===== config.mk =====
export PLATFORM = sky130hd
export DESIGN_NAME = ctrl_unit_dot_product_reader_flat
export DESIGN_NICKNAME = d
export VERILOG_FILES = /design/src/rtl/ctrl_unit_dot_product_reader_if.sv /design/src/rtl/ctrl_unit_dot_product_reader.sv /design/src/flat_wrapper.sv
export SDC_FILE = /design/constraint.sdc
export NUM_CORES = 1
export LEC_CHECK = 0
export CELL_PAD_IN_SITES_DETAIL_PLACEMENT = 0
export CELL_PAD_IN_SITES_GLOBAL_PLACEMENT = 1
export CORE_ASPECT_RATIO = 1.75
export CORE_MARGIN = 1
export CORE_UTILIZATION = 41
export DETAILED_ROUTE_END_ITERATION = 12
export HOLD_SLACK_MARGIN = 0.15
export PLACE_DENSITY_LB_ADDON = 0.1
export SLEW_MARGIN = 15
export SYNTH_ARGS = -nofsm -noshare
export SYNTH_HDL_FRONTEND = slang
export SYNTH_SLANG_ARGS = --single-unit
export TNS_END_PERCENT = 30

===== constraint.sdc =====
create_clock -name clk -period 1.8 [get_ports clk]
set_input_delay 0.36 -clock clk [delete_from_list [all_inputs] [get_ports clk]]
set_output_delay 0.36 -clock clk [all_outputs]
set_load 0.01 [all_outputs]

===== src/rtl/ctrl_unit_dot_product_reader_if.sv =====
// RAM read port and sample stream of the dot-product reader; imag lanes exist only with CTRL_RD_IMAG_EN.
// master = reader (drives RAM requests and the stream), slave = RAM plus consumer side.
interface ctrl_unit_dot_product_reader_if #(
  parameter int ADDR_WIDTH = 7,
  parameter int DATA_WIDTH = 16
);
  logic                  re;
  logic [ADDR_WIDTH-1:0] readAddr;
  logic [DATA_WIDTH-1:0] rdDataReal;
  logic [DATA_WIDTH-1:0] dataReal;
  logic                  valid;
  logic                  ready;
  logic                  last;
`ifdef CTRL_RD_IMAG_EN
  logic [ADDR_WIDTH-1:0] readAddrImag;
  logic [DATA_WIDTH-1:0] rdDataImag;
  logic [DATA_WIDTH-1:0] dataImag;
`endif

  modport master (
`ifdef CTRL_RD_IMAG_EN
    output readAddrImag, dataImag,
    input  rdDataImag,
`endif
    output re, readAddr, dataReal, valid, last,
    input  rdDataReal, ready
  );

  modport slave (
`ifdef CTRL_RD_IMAG_EN
    input  readAddrImag, dataImag,
    output rdDataImag,
`endif
    input  re, readAddr, dataReal, valid, last,
    output rdDataReal, ready
  );
endinterface


===== src/rtl/ctrl_unit_dot_product_reader.sv =====
// Walks even table addresses per modulation and streams RAM samples out; CTRL_RD_IMAG_EN adds the imag lane.
// First sample 2 cycles after start; reads stall when buffered + in-flight reaches 2, so ready-low never drops data.
module ctrl_unit_dot_product_reader #(
  parameter int ADDR_WIDTH = 7,
  parameter int DATA_WIDTH = 16
) (
  input  logic                               clk,
  input  logic                               rst,
  input  logic                               start,
  input  logic [1:0]                         M,
  ctrl_unit_dot_product_reader_if.master     bus,
  output logic                               busy,
  output logic                               done
);

`ifdef CTRL_RD_IMAG_EN
  localparam int EW = 2 * DATA_WIDTH;
`else
  localparam int EW = DATA_WIDTH;
`endif

  typedef struct packed {
    logic          last;
    logic [EW-1:0] dat;
  } entry_t;

  typedef enum logic [1:0] {ST_IDLE, ST_READ, ST_DRAIN, ST_DONE} state_t;

  state_t                state, state_nxt;
  logic [1:0]            m_q;
  logic [ADDR_WIDTH-1:0] addr_q;
  logic [ADDR_WIDTH-1:0] last_addr;
  logic                  at_last;
  logic                  inflight_q;
  logic                  inflight_last_q;
  entry_t                mem_q [2];
  logic                  wr_ptr_q;
  logic                  rd_ptr_q;
  logic [1:0]            cnt_q;
  entry_t                in_ent;
  entry_t                head;
  logic                  valid;
  logic                  pop;
  logic                  push_st;
  logic                  pop_st;
  logic                  issue;
  logic                  accept;

  always_comb begin
    last_addr = '0;
    case (m_q)
      2'd0: last_addr = '0;
      2'd1: last_addr = ADDR_WIDTH'(6);
      2'd2: last_addr = ADDR_WIDTH'(30);
      2'd3: last_addr = ADDR_WIDTH'(126);
      default: last_addr = '0;
    endcase
  end

  assign at_last = (addr_q == last_addr);

  // The sample arriving from RAM this cycle counts as buffered: it can be
  // presented directly when the buffer is empty, giving valid at T+2.
  always_comb begin
    in_ent.last = inflight_last_q;
`ifdef CTRL_RD_IMAG_EN
    in_ent.dat  = {bus.rdDataImag, bus.rdDataReal};
`else
    in_ent.dat  = bus.rdDataReal;
`endif
  end

  assign head    = (cnt_q != 2'd0) ? mem_q[rd_ptr_q] : in_ent;
  assign valid   = (cnt_q != 2'd0) || inflight_q;
  assign pop     = valid && bus.ready;
  assign pop_st  = pop && (cnt_q != 2'd0);
  assign push_st = inflight_q && !(pop && (cnt_q == 2'd0));

  assign bus.valid    = valid;
  assign bus.last     = valid && head.last;
  assign bus.dataReal = valid ? head.dat[DATA_WIDTH-1:0] : '0;
  assign bus.re       = issue;
  assign bus.readAddr = addr_q;
`ifdef CTRL_RD_IMAG_EN
  assign bus.dataImag     = valid ? head.dat[EW-1:DATA_WIDTH] : '0;
  assign bus.readAddrImag = addr_q | ADDR_WIDTH'(1);
`endif

  always_comb begin
    state_nxt = state;
    issue     = 1'b0;
    accept    = 1'b0;
    busy      = 1'b0;
    done      = 1'b0;
    case (state)
      ST_IDLE: begin
        if (start) begin
          accept    = 1'b1;
          state_nxt = ST_READ;
        end
      end
      ST_READ: begin
        busy  = 1'b1;
        issue = ((2'({1'b0, inflight_q}) + cnt_q) < 2'd2);
        if (issue && at_last) state_nxt = ST_DRAIN;
      end
      ST_DRAIN: begin
        busy = 1'b1;
        if (pop && head.last) state_nxt = ST_DONE;
      end
      ST_DONE: begin
        done = 1'b1;
        if (start) begin
          accept    = 1'b1;
          state_nxt = ST_READ;
        end else begin
          state_nxt = ST_IDLE;
        end
      end
      default: state_nxt = ST_IDLE;
    endcase
  end

  always_ff @(posedge clk or negedge rst) begin
    if (!rst) begin
      state           <= ST_IDLE;
      m_q             <= 2'd0;
      addr_q          <= '0;
      inflight_q      <= 1'b0;
      inflight_last_q <= 1'b0;
    end else begin
      state           <= state_nxt;
      inflight_q      <= issue;
      inflight_last_q <= issue && at_last;
      if (accept) begin
        m_q    <= M;
        addr_q <= '0;
      end else if (issue) begin
        addr_q <= addr_q + ADDR_WIDTH'(2);
      end
    end
  end

  always_ff @(posedge clk or negedge rst) begin
    if (!rst) begin
      for (int i = 0; i < 2; i++) mem_q[i] <= '0;
      wr_ptr_q <= 1'b0;
      rd_ptr_q <= 1'b0;
      cnt_q    <= 2'd0;
    end else begin
      if (push_st) begin
        mem_q[wr_ptr_q] <= in_ent;
        wr_ptr_q        <= ~wr_ptr_q;
      end
      if (pop_st) rd_ptr_q <= ~rd_ptr_q;
      cnt_q <= cnt_q + 2'(push_st) - 2'(pop_st);
    end
  end

endmodule


===== src/flat_wrapper.sv =====
// flat-port wrapper written by rule: the top's interface ports become plain ports
module ctrl_unit_dot_product_reader_flat 
#(
  parameter int ADDR_WIDTH = 7,
  parameter int DATA_WIDTH = 16
)
  (clk, rst, start, M, busy, done, bus_re, bus_readAddr, bus_dataReal, bus_valid, bus_last, bus_rdDataReal, bus_ready);
  ctrl_unit_dot_product_reader_if #(.ADDR_WIDTH(ADDR_WIDTH), .DATA_WIDTH(DATA_WIDTH)) bus_i ();
  input  logic clk;
  input  logic rst;
  input  logic start;
  input  logic [1:0] M;
  output logic busy;
  output logic done;
  output wire logic [$bits(bus_i.re)-1:0] bus_re;
  output wire logic [$bits(bus_i.readAddr)-1:0] bus_readAddr;
  output wire logic [$bits(bus_i.dataReal)-1:0] bus_dataReal;
  output wire logic [$bits(bus_i.valid)-1:0] bus_valid;
  output wire logic [$bits(bus_i.last)-1:0] bus_last;
  input wire logic [$bits(bus_i.rdDataReal)-1:0] bus_rdDataReal;
  input wire logic [$bits(bus_i.ready)-1:0] bus_ready;
  assign bus_re = bus_i.re;
  assign bus_readAddr = bus_i.readAddr;
  assign bus_dataReal = bus_i.dataReal;
  assign bus_valid = bus_i.valid;
  assign bus_last = bus_i.last;
  assign bus_i.rdDataReal = bus_rdDataReal;
  assign bus_i.ready = bus_ready;
  ctrl_unit_dot_product_reader #(.ADDR_WIDTH(ADDR_WIDTH), .DATA_WIDTH(DATA_WIDTH)) u_core (.clk(clk), .rst(rst), .start(start), .M(M), .bus(bus_i), .busy(busy), .done(done));
endmodule

=== Yosys cells after proc, flatten, opt, wreduce, memory -nomap -nowiden ===
Index checks and enable logic that the tools add are counted.
Widths: inputs -> output; s select.

* Register bits: 51
* Bits in read-only memories: 0
* Bits in writable memories: 0
* Bits of input ports: 22
* Latch bits: 0
* Memories: 0

* Order comparisons: 4
* Multiply operators: 0
* Divide/modulo/power cells: 0
* Equal/unequal tests: 10
* Bitwise gates (word level): 4
* Add/subtract/negate cells: 4
* Shifts and indexed selects: 0
* Reductions and logical operators: 19
* Muxes and demuxes: 21

{| class="wikitable"
|+ Operators with widths
! cell !! count
|-
| $mux 17 || 5
|-
| $bwmux 34 || 1
|-
| $pmux 7 s4 || 1
|-
| $demux 17 s1 || 1
|-
| $mux 16 || 1
|-
| $mux 7 || 2
|-
| $logic_and 1x1->1 || 9
|-
| $eq 2x2->1 const B || 4
|-
| $pmux 2 s4 || 1
|-
| $add 7x2->7 const B || 1
|-
| $eq 7x7->1 || 1
|-
| $logic_not 2->1 || 3
|-
| $mux 1 || 6
|-
| $mux 2 || 3
|-
| $eq 2x1->1 const B || 2
|-
| $ge 2x2->1 const B || 2
|-
| $ne 2x1->1 const B || 2
|-
| $not 1->2 || 2
|-
| $reduce_bool 2->1 || 2
|-
| $reduce_or 2->1 || 2
|-
| $reduce_and 3->1 || 1
|-
| $add 1x2->2 || 1
|-
| $add 2x1->2 || 1
|-
| $lt 2x1->1 const B || 1
|-
| other kinds (6) || 7
|}

=== Logic depth before layout (Yosys ltp) ===
* Depth after elaboration: 8
* Mapped depth: 7
* Depth with buffers taken out: 7

=== Worst setup path before layout ===
No wires, ideal clock.

* Path kind: flip-flop to flip-flop
* Start: reg u_core.cnt_q[1]
* End: reg u_core.state[1]
* Stages on the path, launching flop included: 6
* Path buffers: 0
* Required time: 1.675 ns
* Arrival: 1.589 ns
* Clock period less this slack: 1.714 ns
* Slack: 0.086 ns
* Cell sequence: dfrtp_1 -> nor2_4 -> mux2i_1 -> o21ai_1 -> a21oi_1 -> mux2_2

* Longest elaborated chain between the ends: 6
* Elaborated cells on any way between the ends: 11
* Those cells by class: 1 x add/sub; 1 x order compare; 2 x eq/ne; 1 x mux; 6 x reduce/logical

{| class="wikitable"
|+ RTL lines
! what !! line !! text
|-
| from (decl) || ctrl_unit_dot_product_reader.sv:39 || <nowiki>logic [1:0] cnt_q;</nowiki>
|-
| from (signal assigned) || ctrl_unit_dot_product_reader.sv:156 || <nowiki>cnt_q <= cnt_q + 2'(push_st) - 2'(pop_st);</nowiki>
|-
| parallel branches: the longest is 5 deep, another holds $add 1x2->2 || n/a ||
|-
| $reduce_and 3->1 (no source line) * || n/a ||
|-
| to (signal assigned) || ctrl_unit_dot_product_reader.sv:132 || <nowiki>state <= state_nxt;</nowiki>
|-
| to (decl) || ctrl_unit_dot_product_reader.sv:29 || <nowiki>state_t state, state_nxt;</nowiki>
|}

Mark *: on every way between the ends.
A chain may end at the register's enable or synchronous reset.

=== Worst setup path after layout ===
* Start: reg u_core.cnt_q[1]
* End: out bus_last

* Longest elaborated chain between the ends: 3
* Elaborated cells on any way between the ends: 4
* Those cells by class: 1 x mux; 3 x reduce/logical

{| class="wikitable"
|+ RTL lines
! what !! line !! text
|-
| $reduce_bool 2->1 * || ctrl_unit_dot_product_reader.sv:73, ctrl_unit_dot_product_reader.sv:74 ||
|-
| $mux 17 or $logic_or 1x1->1 (tied branches) || ctrl_unit_dot_product_reader.sv:73, ctrl_unit_dot_product_reader.sv:74 ||
|-
| $logic_and 1x1->1 * || ctrl_unit_dot_product_reader.sv:80 || <nowiki>assign bus.last = valid && head.last;</nowiki>
|-
| to (decl) || flat_wrapper.sv:19 || <nowiki>output wire logic [$bits(bus_i.last)-1:0] bus_last;</nowiki>
|}

Mark *: on every way between the ends. The rest lies on a longest branch, timed or not.

==> out/results.tsv <==
metric	value	unit
ff_latch_area	1260	sq um
power_density	1780	nW/um^2
final-setup-viol-count	0	
drtIter0Drc	47	
die_w	62.5	um
synth_nets	248	
finalPower	7.06	mW
drt-total-wl	6.39	mm
yosysTopAreaCell	dfrtp_1	
r2r_cells	7	
max_freq	557	MHz
drv_slew	0	
fin_crit_sh	0.998	
clk_path_buf_depth	2	
hold_viol	0	
cp-start-kind	register	
p_leak	1.78	nW
hold_slack	508	ps
hold_class	register to register	
area.growth.synth_to_final	51.0	%
rows	38	
syn_area	2630	sq um
grt_first_pass_wirelength	9.66	mm
grt_pass1_vias	2017	
crit_path_end_kind	output port	
yosysSeqAreaShare	0.477	
rsz0062_at_grt	yes	
drc	0	
antenna_found_initial	0	
syn_avg_cell_area	12.0	sq um
pin_count	50	
yosys_warnings	0	
wl_per_cell	15.8	um
fin_tns_setup	0	ps
initial_core_util	0.425	
post-route-min-period	1800	ps
worstMarginPinSlew	507	ps
fill_cells	513	
nNetsFinal	353	
multi_input_area	1490	sq um
ys_ff_latch	50	
outcome	finished clean	
slew_headroom	0.662	
crit_arrival	1440	ps
ys_top_cells_by_area	dfrtp_1, mux2_2, mux2i_1, mux2_4, ha_1	
cts_buffers	5	
drive_gt1_frac	0.509	
min_path_cells	1	
ant_nets	0	
cts_tree	done	
htree_levels	2	
hpwlAfterDp	4.41	mm
cts.reportedPaths.clkPinSlew	90	ps
drtPass1Iterations	4	
synth_top_area_share	0.477	
syn_inst	218	
ys_types	40	
die-area	6740	sq um
maxCapViolCount	0	
clockRootBuffer	clkbuf_8	
path_max_fanout	8	
fin_skew	4.86	ps
clk_latency	300	ps
gp_congestion	0.716	
path_class	register to output port	
cts_sinks	50	
diodes	0	
die_y	108	um
core	6180	sq um
final_cell_mix	dfrtp_1, buf_4, mux2_2, clkdlybuf4s50_1, buf_2	
final_common_cell	dfrtp_1	
grt_max_degree	23	
grt_overflow	0	
viasPerCell	5.02	
required	1440	ps
ir_drop	1.18	mV
vias	2028	
grtUsageTotal	0.185	
io_buffers	48	
==> worst max-delay path, stage by stage (launching register included) <==
cell     delay [ps]
dfrtp_1         420
nor2_4          130
buf_12          150
mux2i_4         270
buf_2           160
==> cells in the mapped netlist (all sizes together) <==
cell     count
ha           8
and2         1
buf          7
or3          1
a211oi       3
o32ai        1
a2bb2oi      2
a21oi        3
mux2        37
xor2         4
nor3         3
nor4         1
nand2        8
nand4bb      1
a21bo        2
nor2b        2
nor3b        1
nor2         9
dfrtp       50
clkbuf       4
xnor2        5
a21boi       2
inv          7
nand3       18
conb         1
nand3b       1
mux2i       18
o21ai       17
nand4        1
==> sequential cells by signal (all words and copies together) (netlist names) <==
register / flops
u_core.bus.readAddr: 6
u_core.cnt_q: 2
u_core.inflight_last_q: 1
u_core.inflight_q: 1
u_core.m_q: 2
u_core.mem_q: 34
u_core.rd_ptr_q: 1
u_core.state: 2
u_core.wr_ptr_q: 1
==> path summary, 6_finish.rpt <==
path,slack (ps),to,startpoint
setup / recovery,3,bus_last,u_core.cnt_q[1]
hold / removal,510,u_core.mem_q[11],u_core.mem_q[11]
min in group asynchronous,550,u_core.mem_q[24],rst
max in group asynchronous,700,u_core.bus.readAddr[1],rst
setup reg to reg,60,u_core.mem_q[21],u_core.cnt_q[1]
hold reg to reg,510,u_core.mem_q[11],u_core.mem_q[11]
==> metal layers <==
layer | track usage | vias to the layer above | share of wire | routed length (um)
li1 | - | 978 | - | -
met1 | 0.190 | 1003 | 0.37 | 2360
met2 | 0.370 | 36 | 0.58 | 3710
met3 | 0.0233 | 11 | 0.025 | 161
met4 | 0.0681 | 0 | 0.024 | 155
met5 | 0 | - | 0 | 0
==> timing repair <==
item	in CTS	in global routing
hold buffers	1	0
buffers inserted	3	4
gates resized for setup	71	74
endpoints found under the hold margin	18	0
pin swaps	1	14
setup endpoints to repair	24	31
cloned	0	3
==> metrics by stage <==
step	std cells	utilization	setup WS, ps	area (sq um)
global placement	385	0.577	-175	3570
finish	404	0.641	3.13	3960
global route	404	0.641	-66.8	3960
floorplan	218	-	85.9	2630
detailed placement	385	0.577	-181	3570
CTS	397	0.592	-113	3660
==> kinds of logic after synthesis <==
logic type / share of synthesized area
AOI/OAI and AO/OA: 0.0744
adders and majority gates: 0.0381
muxes: 0.242
and+or+nand+nor: 0.0953
DFF: 0.477
xor gates and xnor gates: 0.0300
other: 0.00143
buffers and inverters: 0.0424
==> where the power goes <==
| group | switching, mW | internal (mW) | total [mW] |
|---|---|---|---|
| Sequential | 0.372 | 1.64 | 2.02 |
| Combinational | 1.86 | 2.41 | 4.27 |
| Clock | 0.358 | 0.416 | 0.774 |
==> cell type report <==
cell class	count	share of cell area
clock inverter	1	0.00758
timing repair buffer	109	0.249
inverter	7	0.00663
clock buffer	7	0.0193
sequential	50	0.317
tap	80	0.0253
multi-input combinational	150	0.375
Note: power is estimated with default switching activity, not from simulation.
